[src/rtl/cpu_types_pkg.sv]
// cpu_types_pkg: shared word and RAM-status types for the memory subsystem
package cpu_types_pkg;

   typedef logic [31:0] word_t;

   typedef enum logic [1:0] {
      FREE   = 2'd0,
      BUSY   = 2'd1,
      ACCESS = 2'd2,
      ERROR  = 2'd3
   } ramstate_t;

endpackage

[src/rtl/mem_arbiter.sv]
// mem_arbiter: grants one shared RAM port to data or instruction requests, bounding instruction starvation
module mem_arbiter
   import cpu_types_pkg::*;
#(
   parameter int STARVE_MAX = 3
) (
   input  logic        CLK,
   input  logic        nRST,
   input  logic        iREN,
   input  logic [31:0] iaddr,
   output logic        iwait,
   output logic [31:0] iload,
   input  logic        dREN,
   input  logic        dWEN,
   input  logic [31:0] daddr,
   input  logic [31:0] dstore,
   output logic        dwait,
   output logic [31:0] dload,
   output logic        ramREN,
   output logic        ramWEN,
   output logic [31:0] ramaddr,
   output logic [31:0] ramstore,
   input  logic [31:0] ramload,
   input  ramstate_t   ramstate
);

   localparam int SW = (STARVE_MAX > 0) ? $clog2(STARVE_MAX + 1) : 1;

   typedef enum logic [1:0] {
      IDLE = 2'd0,
      DGNT = 2'd1,
      IGNT = 2'd2
   } arb_state_t;

   arb_state_t    state, next, pick;
   logic [SW-1:0] starve, starve_next;
   logic          dreq, done, starved;

   assign dreq    = dREN | dWEN;
   assign done    = (state != IDLE) && (ramstate == ACCESS);
   assign starved = iREN && (starve_next == SW'(STARVE_MAX));

   // starvation count of data completions while an instruction fetch is pending
   always_comb begin
      starve_next = !iREN                                                      ? '0
                  : (done && state == IGNT)                                    ? '0
                  : (done && state == DGNT && starve != SW'(STARVE_MAX))       ? starve + 1'b1
                  :                                                              starve;
   end

   // arbitrate on the updated count so the forced instruction grant follows the last allowed data grant
   always_comb begin
      pick = (dreq && !starved) ? DGNT : iREN ? IGNT : IDLE;
      next = (state == IDLE)                     ? pick
           : (state == DGNT && (done || !dreq))  ? pick
           : (state == IGNT && (done || !iREN))  ? pick
           :                                       state;
   end

   // grant state and starvation counter; reset abandons any access in flight
   always_ff @(posedge CLK or negedge nRST) begin
      if (!nRST) begin
         state  <= IDLE;
         starve <= '0;
      end else begin
         state  <= next;
         starve <= starve_next;
      end
   end

   // RAM port and wait decode from the registered grant; data fields pass straight through
   always_comb begin
      ramaddr  = (state == DGNT) ? daddr : (state == IGNT) ? iaddr : '0;
      ramstore = (state == DGNT) ? dstore : '0;
      ramWEN   = (state == DGNT) && dWEN;
      ramREN   = ((state == DGNT) && dREN && !dWEN) || (state == IGNT);
      dwait    = !((state == DGNT) && (ramstate == ACCESS));
      iwait    = !((state == IGNT) && (ramstate == ACCESS));
      iload    = ramload;
      dload    = ramload;
   end

endmodule

[config.mk]
export PLATFORM = sky130hd
export DESIGN_NAME = mem_arbiter
export DESIGN_NICKNAME = d
export VERILOG_FILES = /design/src/rtl/cpu_types_pkg.sv /design/src/rtl/mem_arbiter.sv
export SDC_FILE = /design/constraint.sdc
export NUM_CORES = 1
export LEC_CHECK = 0
export CAP_MARGIN = 25
export CORE_AREA = 2 2 104 106
export DETAILED_ROUTE_END_ITERATION = 7
export DIE_AREA = 0 0 106 108
export MAX_ROUTING_LAYER = met4
export SLEW_MARGIN = 20
export SYNTH_ARGS = -nofsm -noshare
export SYNTH_HDL_FRONTEND = slang
export SYNTH_SLANG_ARGS = --single-unit
[constraint.sdc]
create_clock -name CLK -period 1.9 [get_ports CLK]
set_input_delay 0.38 -clock CLK [delete_from_list [all_inputs] [get_ports CLK]]
set_output_delay 0.38 -clock CLK [all_outputs]
set_load 0.02 [all_outputs]
== Word level (Yosys, flattened, before mapping) ==
Cells that the tools add are included.
Storage, ports and cells
  input bits: 135
  bits in registers: 4
  output and inout bits: 132
Cells by class
  muxes and demuxes: 11
  $add $sub $neg: 1
  bitwise logic cells: 1
  eq/ne operators: 5
  reduce and logical (&&, ||, !) cells: 25
Operators by type and width (count)
  32-bit two-way mux: 3
  2-bit two-way mux: 8
  1-bit logical AND: 13
  2-bit equality test (second input constant): 3
  1-bit logical NOT: 6
  1-bit logical OR: 3
  3-bit nonzero test: 1
  2-bit by 1-bit adder with 2-bit output (second input constant): 1
  2-bit by 1-bit equality test with 1-bit output (second input constant): 1
  2-bit logical NOT: 1
  2-bit != test (second input constant): 1
  2-bit nonzero test: 1
  1-bit OR: 1

== Longest topological paths before layout ==
  depth in word-level cells: 15
  gate-level depth with buffers: 5
  mapped depth without buffers: 5

== Least setup slack after synthesis ==
No wires, ideal clock.
  kind: reg2out
  from: register state[0]
  to: output ramaddr[25]
  path buffers: 2
  setup slack: 0.128 ns
  cell stages (with the launch flop): 5
  arrival time: 1.392 ns
  data required time: 1.520 ns
  path through: dfrtp_1 > nor2b_1 > buf_2 > clkbuf_1 > a22o_1
On the way
  word-level cells in the longest chain between the ends: 3
  elaborated cells on any way between the ends: 4
  those cells by class: eq/ne (2); mux (2)
RTL lines
  start, declared: line mem_arbiter.sv:35  | arb_state_t state, next, pick;
  start signal, assigned: line mem_arbiter.sv:66  | state <= next;
  2-bit equality test: line mem_arbiter.sv:73  | ramaddr = (state == DGNT) ? daddr : (state == IGNT) ? iaddr : '0;
  32-bit two-way mux: line mem_arbiter.sv:73
  32-bit two-way mux *: line mem_arbiter.sv:73
  end, declared: line mem_arbiter.sv:21  | output logic [31:0] ramaddr,
Every way passes the cells marked *; elsewhere a longest branch is shown, timed or not.

== Worst setup path after layout ==
  from: input ramstate[1]
  to: register state[0]
On the way
  word-level cells in the longest chain between the ends: 15
  elaborated cells on any way between the ends: 21
  those cells by class: eq/ne (2); mux (7); reduce/logical (12)
RTL lines
  start, declared: line mem_arbiter.sv:24  | input ramstate_t ramstate
  2-bit equality test *: line mem_arbiter.sv:40  | assign done = (state != IDLE) && (ramstate == ACCESS);
  1-bit logical AND *: line mem_arbiter.sv:40
  1-bit logical AND (2 in series): line mem_arbiter.sv:47  | : (done && state == DGNT && starve != SW'(STARVE_MAX)) ? starve + 1'b1
  2-bit two-way mux: line mem_arbiter.sv:47
  2-bit two-way mux: line mem_arbiter.sv:46  | : (done && state == IGNT) ? '0
  2-bit two-way mux: line mem_arbiter.sv:45  | starve_next = !iREN ? '0
  2-bit equality test: line mem_arbiter.sv:41  | assign starved = iREN && (starve_next == SW'(STARVE_MAX));
  1-bit logical AND: line mem_arbiter.sv:41
  1-bit logical NOT: line mem_arbiter.sv:53  | pick = (dreq && !starved) ? DGNT : iREN ? IGNT : IDLE;
  1-bit logical AND: line mem_arbiter.sv:53
  2-bit two-way mux: line mem_arbiter.sv:53
  2-bit two-way mux: line mem_arbiter.sv:56  | : (state == IGNT && (done || !iREN)) ? pick
  2-bit two-way mux: line mem_arbiter.sv:55  | : (state == DGNT && (done || !dreq)) ? pick
  2-bit two-way mux: line mem_arbiter.sv:54  | next = (state == IDLE) ? pick
Every way passes the cells marked *; elsewhere a longest branch is shown, timed or not. The select of a mux whose other input is x is not followed.
A chain may end at the register's enable or synchronous reset.

==> qor.yml <==
overflow: 0
p_leak_uw: 0.00120
finalPower_uw: 1350
cts_buffers: 3
final_nets: 428
slew_viol_final: 0
rsz0062_at_grt: "yes"
synth_top_area_frac: 0.356
worstSetupStartpointType: "primary input"
status: "finished clean"
worstReg2RegStart: "state[1]"
syn-instance-count: 176
cp-endpoint: "state[0]"
crit_start: "ramstate[1]"
cp.arrival_ns: 2.00
cts_num_sinks: 4
synth_area_leaders: "buf_4 36%, a22o_1 21%, and2_1 15%, dfrtp_1 7.4%, clkbuf_1 2.8%"
ys.flop_type: "dfrtp_1"
synth_common_cells: "64 x buf_4, 33 x a22o_1, 33 x and2_1"
grt_first_pass_wirelength_um: 9900
post-route-drc-count: 0
drtPass1Iterations: 4
yosysMostFrequentCell: "buf_4"
min_period_ns: 1.88
dieHeight_um: 108
hold_viol_final: 0
grt_usage: 0.113
crit_type: "primary input to flop"
yosys_register_bits: 4
drt_iter0_markers: 85
synth-async-reset-ratio: 1.00
crit_fanout: 3
reg2regPathDepth: 6
p_per_area_nw_per_um2: 501
ctsHoldBuffers: 0
worst_r2r_endpoint: "state[0]"
io_buffers: 170
max_cap_violations: 0
final_layout_size_suffix_gt1_frac: 0.314
htree_num_levels: 1
ys.warnings.count: 0
area_growth_pct: 99.6
critPathRequiredTime_ns: 2.02
setup_viol: 0
wl_per_cell_um: 16.7
wl_um: 7120
peakVddDrop_mv: 0.159
skew_ns: 0.00241
avgSynthCellArea_um2: 7.66
clk_latency_ns: 0.21
synth_top_area_cell: "buf_4"
worst_slack_ns: 0.0218
clockBufferDepth: 2
grt_pass1_vias: 1841
grt_max_degree: 40
tritoncts: "yes"
gp_routability_congestion: 0.739
pre_cts_ws_ns: -0.451
rows: 37
tns_ns: 0
root_buffer: "clkbuf_8"
core_region_area_um2: 10200
die_w_um: 106
antenna_found_initial: 0
period_share: 0.989
slew_headroom: 0.819
ys_seq_area_frac: 0.0742
clk_pin_slew_ns: 0.03
synthDistinctLibCells: 30
r2r_slack_ns: 0.03
postRouteAntennaNets: 0
synth_nets: 312
die_area_um2: 11400
viasPerCell: 4.00
synth_area_um2: 1350
diodes: 0
fmax_mhz: 532
cp-end-kind: "flop"
tightest_slew_ns: 0.271
dp_hpwl_um: 5510
vias: 1705
io_pins: 267
initial_core_util: 0.132
hold_path.class: "primary input to async pin"
synth-edff-count: 0
-- sequential cells by signal, indices dropped and copies added (netlist names) --
name,flops
starve,2
state,2
-- worst max-delay path: stages --
cell             delay (ns)
clkdlybuf4s50_1        0.47
or4bb_4                0.48
buf_4                  0.16
or4b_4                 0.20
nand2_1                0.07
a211oi_2               0.24
-- per-stage QoR --
step,util,cells,hold WS [ns],area [um2]
after floorplan,-,176,0.0844,1350
after global placement,0.275,417,0.556,2810
after detailed placement,0.275,417,0.571,2810
after CTS,0.267,423,0.381,2730
after global routing,0.263,426,0.389,2690
final,0.263,426,0.378,2690
-- cells in the final DEF (no fill, tap or decap) --
master,Yosys,final
buf_12,0,3
dlygate4sd2_1,0,1
ha_1,1,1
a22o_1,33,33
a21oi_2,1,1
and2_1,33,33
or4bb_4,0,1
clkdlybuf4s15_1,0,4
clkbuf_8,0,3
clkdlybuf4s50_1,0,101
a21oi_1,3,3
nand3b_1,1,1
nand2_1,3,3
nand2b_1,1,1
dlymetal6s2s_1,0,1
nor3_1,1,1
a31oi_1,2,2
nand4bb_4,1,1
o21ai_0,1,1
nor2b_4,0,1
xnor2_1,1,1
nor2_1,3,3
clkbuf_2,0,30
buf_2,1,23
and2b_4,0,1
buf_4,64,17
a21o_1,1,1
nor3b_1,1,1
inv_1,1,1
buf_16,0,1
buf_6,1,3
dfrtp_1,4,4
and3_1,1,1
clkbuf_16,0,2
or4b_4,1,1
o211ai_1,1,1
a211oi_2,0,1
a31o_2,1,1
clkdlybuf4s15_2,0,1
-- cell families after synthesis --
| kind of cell | synth area share |
|---|---|
| fa+ha+maj | 0.00927 |
| compound gates | 0.268 |
| simple gates | 0.243 |
| xor+xnor | 0.00649 |
| flops | 0.0742 |
| buf+inv | 0.399 |
-- layout make-up --
| type | instances | area [um2] |
|---|---|---|
| clock buffer | 3 | 41.3 |
| fill | 1142 | 7540 |
| inverter | 1 | 3.75 |
| multi-input combinational | 95 | 729 |
| sequential | 4 | 100 |
| tap | 136 | 170 |
| timing repair buffer | 187 | 1650 |
-- per-layer routing --
layer | vias up | routed length [um] | GRT usage
met5 | - | 0 | -
met4 | 0 | 231 | 0.0432
met3 | 37 | 546 | 0.0199
met2 | 116 | 3350 | 0.186
met1 | 777 | 2990 | 0.139
li1 | 775 | - | -
-- worst min path at each step --
stage	to	start	cells after the start
2_1_floorplan	starve[0]	nRST	0
3_3_place_gp	starve[1]	starve[1]	2
3_5_place_dp	starve[1]	starve[1]	2
4_1_cts	starve[1]	nRST	1
5_1_grt	starve[1]	nRST	1
6_report	starve[1]	nRST	1
-- where the power goes --
group | internal [uW] | switching [uW]
Sequential | 93.3 | 7.78
Clock | 135 | 38.1
Combinational | 545 | 530
-- timing repair --
item,CTS,global route
buffers inserted,2,1
cloned,1,2
gates resized for setup,187,61
pin swaps,0,5
endpoints found under the setup margin,69,48
Power figures use the tool's default switching activity.
==> edit 1, RTL diff (config.mk and constraints unchanged) <==
Make the reset (`nRST`) synchronous in one clocked block.
--- a/src/rtl/mem_arbiter.sv
+++ b/src/rtl/mem_arbiter.sv
@@ -59,5 +59,5 @@
 
    // grant state and starvation counter; reset abandons any access in flight
-   always_ff @(posedge CLK or negedge nRST) begin
+   always_ff @(posedge CLK) begin
       if (!nRST) begin
          state  <= IDLE;
Behaviour: differs if nRST is asserted again (counterexample within 4 cycles, from zero or initial values and one cycle with nRST low); with nRST held inactive, the same outputs for 10 cycles.
==> edit 1 against the unedited design <==
  * Wire length down 19%
  * Sequential cell count unchanged
  * Total power down 32%
  * Die area unchanged
  * Area after synthesis down 3.2%
  * Count of clock-buffer cells in the layout unchanged
  * Design area down 3.0%
  * Setup slack better by 0.049 ns
  * Global-route usage down 2.1 points
  * Worst hold slack better by 0.19 ns
==> edit 1: results (changes against the unedited design) <==
[finish]
nNetsFinal = 422  ; -1.4%
largest_registers = starve x2, state x2
diodes = 0  ; unchanged
drive_gt1_share_pct = 28.2  ; -3.2 points

[detailed_routing]
drt_iter0_drc = 73  ; -14%
dr.pass1.iters = 4  ; unchanged
via_per_inst = 3.83  ; -4.3%
avgRoutedWirePerCell_um = 13.7  ; -18%

[synthesis]
synth_area_leaders = buf_4 37%, a22o_1 22%, and2_1 16%
async_flop_share_pct = 0  ; -100 points
synth_fp_nets = 311  ; -0.32%
yosysWarnings = 0  ; unchanged
synth_cell_types = 23  ; -23%
ys_seq_area_share_pct = 6.14  ; -1.3 points
synthTopCellsByCount = 64 x buf_4, 34 x and2_1, 33 x a22o_1, 8 x clkbuf_1
ys.flop_type = dfxtp_1

[global_routing]
antenna_found_initial = 0  ; unchanged
grt_pass1_wl_mm = 8.18  ; -17%
grt_max_degree = 31  ; -23%
met3_usage_pct = 2.23  ; +0.24 points
grt_pass1_vias = 1625  ; -12%
met2_usage_pct = 18.8  ; +0.23 points
gr-usage-met1_pct = 7.88  ; -6.0 points
gr-usage-all-layers_pct = 9.20  ; -2.1 points

[pwr]
power.internal_mw = 0.591  ; -24%
ir_worst_vdd_v = 0.000144  ; -9.5%
leakage_nw = 1.13  ; -6.0%

[critical_path]
crit_fanout = 30  ; +27
arrival_ns = 1.45  ; -0.55 ns

[clock_network]
ctsLongestPathBuffers = 2  ; unchanged
cts-root-buf = clkbuf_8
cts_buffers = 3  ; unchanged
cts_max_level = 1  ; unchanged
cts.reportedPaths.clkPinSlew_ns = 0.03  ; about the same
clock_latency_ns = 0.21  ; about the same

[run_status]
outcome = complete, no violations

[placed_design]
dp_hpwl_mm = 4.64  ; -16%
place_ws_ns = -0.144  ; +0.307 ns
placement.io_buffers = 170  ; unchanged
gp_congestion = 0.646  ; -13%
dpl_cell_area_um2 = 2760  ; -1.9%

[sta]
fin_skew_ns = 0.000237  ; -0.00218 ns
worst_slew_pin_slew_ns = 0.232  ; -0.0392 ns

[worst_hold_path]
holdCritPathClass = reg2reg

[edit 1: cell types whose count changed after synthesis, sizes merged, moves of 2 or more]
| cell | delta |
|---|---|
| a21oi | -3 |
| dfrtp | -4 |
| nor2b | +2 |
| mux2i | +2 |
| buf | +2 |
| clkbuf | -2 |
| dfxtp | +4 |
[edit 1: logic make-up (layout without fill, tap and decap cells)]
| family | Yosys count | count (layout) | synth area share [%] |
|---|---|---|---|
| mux | 2 | 2 | 1.53 |
| flops | 4 | 4 | 6.14 |
| buf+inv | 78 | 187 | 41.2 |
| compound gates | 39 | 39 | 25.7 |
| simple gates | 50 | 50 | 23.8 |
| xor+xnor | 1 | 1 | 0.671 |
| fa+ha+maj | 1 | 1 | 0.959 |
[edit 1: path summary, 6_finish.rpt]
path | slack [ns] | cells after the start | from | to
setup / recovery | 0.07 | 4 | state[1] | ramaddr[20]
setup reg to reg | 0.28 | 6 | state[0] | state[0]
hold reg to reg | 0.57 | 2 | starve[1] | starve[1]
hold / removal | 0.57 | 2 | starve[1] | starve[1]
[edit 1: power groups by stage]
stage | logic [mW] | clock network (mW) | registers (mW)
after floorplan | 0.461 | 0 | 0.0912
final | 0.646 | 0.176 | 0.0918
after global placement | 0.706 | 0 | 0.0917
after detailed placement | 0.709 | 0 | 0.0917
after CTS | 0.687 | 0.183 | 0.0917
after global routing | 0.689 | 0.189 | 0.0922
[edit 1: timing repair]
action / CTS / global route
setup endpoints to repair: 68 / 62
pin swaps: 1 / 0
setup buffers: 2 / 0
hold buffers: 0 / 0
gates cloned: 1 / 0
resized for setup: 147 / 70
[edit 1: worst max-delay path, cell delays in order (launching register included)]
cell	delay, ns
dfxtp_1	0.38
nor2b_4	0.21
buf_12	0.20
a22o_1	0.14
clkdlybuf4s15_1	0.29
[edit 1: area by class of cell]
class	count	area, µm²
Clock buffer	3	41.3
Tap cell	136	170
Inverter	2	7.51
Fill cell	1124	7620
Timing Repair Buffer	182	1610
Sequential cell	4	81.3
Multi-Input combinational cell	93	704
[edit 1: metal layers]
metal  wire [µm]  part of all wire, %
met1        1770                   31
met4         165                  2.9
met3         683                   12
met2        3130                   54
met5           0                    0
[edit 1: through the flow]
stage | hold WS [ns] | power, mW | std cells | setup TNS (ns) | utilization, %
after floorplan | 0.487 | 0.553 | 175 | 0 | -
after global placement | 0.510 | 0.797 | 414 | -3.09 | 27.0
after detailed placement | 0.562 | 0.800 | 414 | -3.48 | 27.0
after CTS | 0.573 | 0.961 | 420 | 0 | 27.9
after global routing | 0.590 | 0.970 | 420 | 0 | 25.5
final | 0.566 | 0.914 | 420 | 0 | 25.5
==> edit 2, RTL diff (config.mk and constraints unchanged) <==
Without the edit above. `STARVE_MAX`: 3 -> 6.
--- a/src/rtl/mem_arbiter.sv
+++ b/src/rtl/mem_arbiter.sv
@@ -3,5 +3,5 @@
    import cpu_types_pkg::*;
 #(
-   parameter int STARVE_MAX = 3
+   parameter int STARVE_MAX = 6
 ) (
    input  logic        CLK,
Behaviour: not the same (Yosys sat finds a counterexample within 10 cycles, from zero or initial values and one cycle with nRST low).
==> edit 2 against the unedited design <==
  * Area after synthesis increased by 5.1%
  * Setup slack improved by 0.045 ns
  * Total power grew 67%
  * Design area decreased by 3.8%
  * Global-route usage down 1.3 points
  * First-iteration DRC count fell by 34%
  * Sequential cell count rose by 1
  * Wire length decreased by 9.0%
  * Utilization shrank 1.0 points
==> edit 2: results (changes against the unedited design) <==
[sta]
fin_skew_ns = 0.000615  ; -0.00180 ns

[pwr]
p_sw_share_pct = 50.7  ; +8.1 points
ir_worst_vdd_v = 0.000312  ; +97%

[placed_design]
place_ws_ns = -0.196  ; +0.255 ns
dp.cells = 424  ; +1.7%
dpl_cell_area_um2 = 2870  ; +2.1%

[global_routing]
gr-usage-all-layers_pct = 10.0  ; -1.3 points
grt_pass1_wl_mm = 9.00  ; -9.1%
grt_pass1_vias = 1707  ; -7.3%
grt_max_degree = 36  ; -10%

[synthesis]
synth_area_leaders = buf_4 34%, a22o_1 20%, and2_1 14%
syn_inst = 183  ; +4.0%
synthTopCellsByCount = 64 x buf_4, 32 x a22o_1, 32 x and2_1
synth_compound_area_share_pct = 27.0  ; +0.20 points
synthMuxAreaShare_pct = 0.706  ; +0.71 points
synth-xor-area-share_pct = 1.24  ; +0.59 points

[finish]
stdcell_count = 428  ; +0.47%
largest_registers = starve x3, state x2

[critical_path]
arrival_ns = 1.45  ; -0.55 ns
crit_fanout = 32  ; +29
cp_top_family = flip-flops
startpoint = state[1]
critPathMaxStageDelay_ns = 0.35  ; -0.13 ns
r2r-start = starve[0]

[run_status]
outcome = complete, no violations

[detailed_routing]
drt_iter0_drc = 56  ; -34%

## edit 2: worst reg2reg max path: stages, from the launching register on
cell and delay [ns]:
dfrtp_1 0.41, inv_1 0.11, ha_1 0.27, o311ai_4 0.30
o22ai_2 0.13, a311oi_1 0.27, o22a_1 0.16
## edit 2: layer usage
layer | up-vias | wire length, µm | GRT usage [%]
li1 | 783 | - | -
met1 | 749 | 2270 | 9.20
met2 | 114 | 3480 | 20.0
met3 | 13 | 644 | 3.13
met4 | 0 | 86 | 2.82
met5 | - | 0 | -
## edit 2: final cells by class
class | count | area [µm²]
multi-input cells | 100 | 753
repair buffers | 180 | 1490
flip-flops and latches | 5 | 125
well taps | 136 | 170
clock buffers | 4 | 45.0
inverters | 3 | 11.3
fillers | 1141 | 7640
## edit 2: logic make-up (layout without fill, tap and decap cells)
kind of cell | after synthesis | count (layout)
AOI/OAI and AO/OA | 42 | 42
adders and majority gates | 2 | 2
DFF | 5 | 5
and+or+nand+nor | 53 | 53
xor gates and xnor gates | 2 | 2
muxes | 1 | 1
buffers and inverters | 78 | 187
## edit 2: repair_timing
item,CTS,global route
gates resized for setup,205,51
setup buffers,0,0
endpoints found under the setup margin,68,51
pin swaps,0,0
## edit 2: power groups by stage
| stage | Clock (mW) | Combinational [mW] | Sequential, mW |
|---|---|---|---|
| 6_report | 0.203 | 1.91 | 0.136 |
| 2_1_floorplan | 0 | 1.29 | 0.145 |
| 4_1_cts | 0.203 | 2.13 | 0.137 |
| 5_1_grt | 0.213 | 2.02 | 0.139 |
| 3_5_place_dp | 0 | 2.31 | 0.138 |
| 3_3_place_gp | 0 | 2.29 | 0.136 |
## edit 2: path summary, 6_finish.rpt
path | endpoint | slack (ns) | depth (start not counted)
max in group asynchronous | state[0] | 1.31 | 1
worst min-delay path | starve[1] | 0.39 | 1
worst max register to register | state[0] | 0.19 | 6
worst max-delay path | ramaddr[8] | 0.07 | 4
min in group CLK | starve[0] | 0.62 | 2
worst min register to register | starve[0] | 0.62 | 2
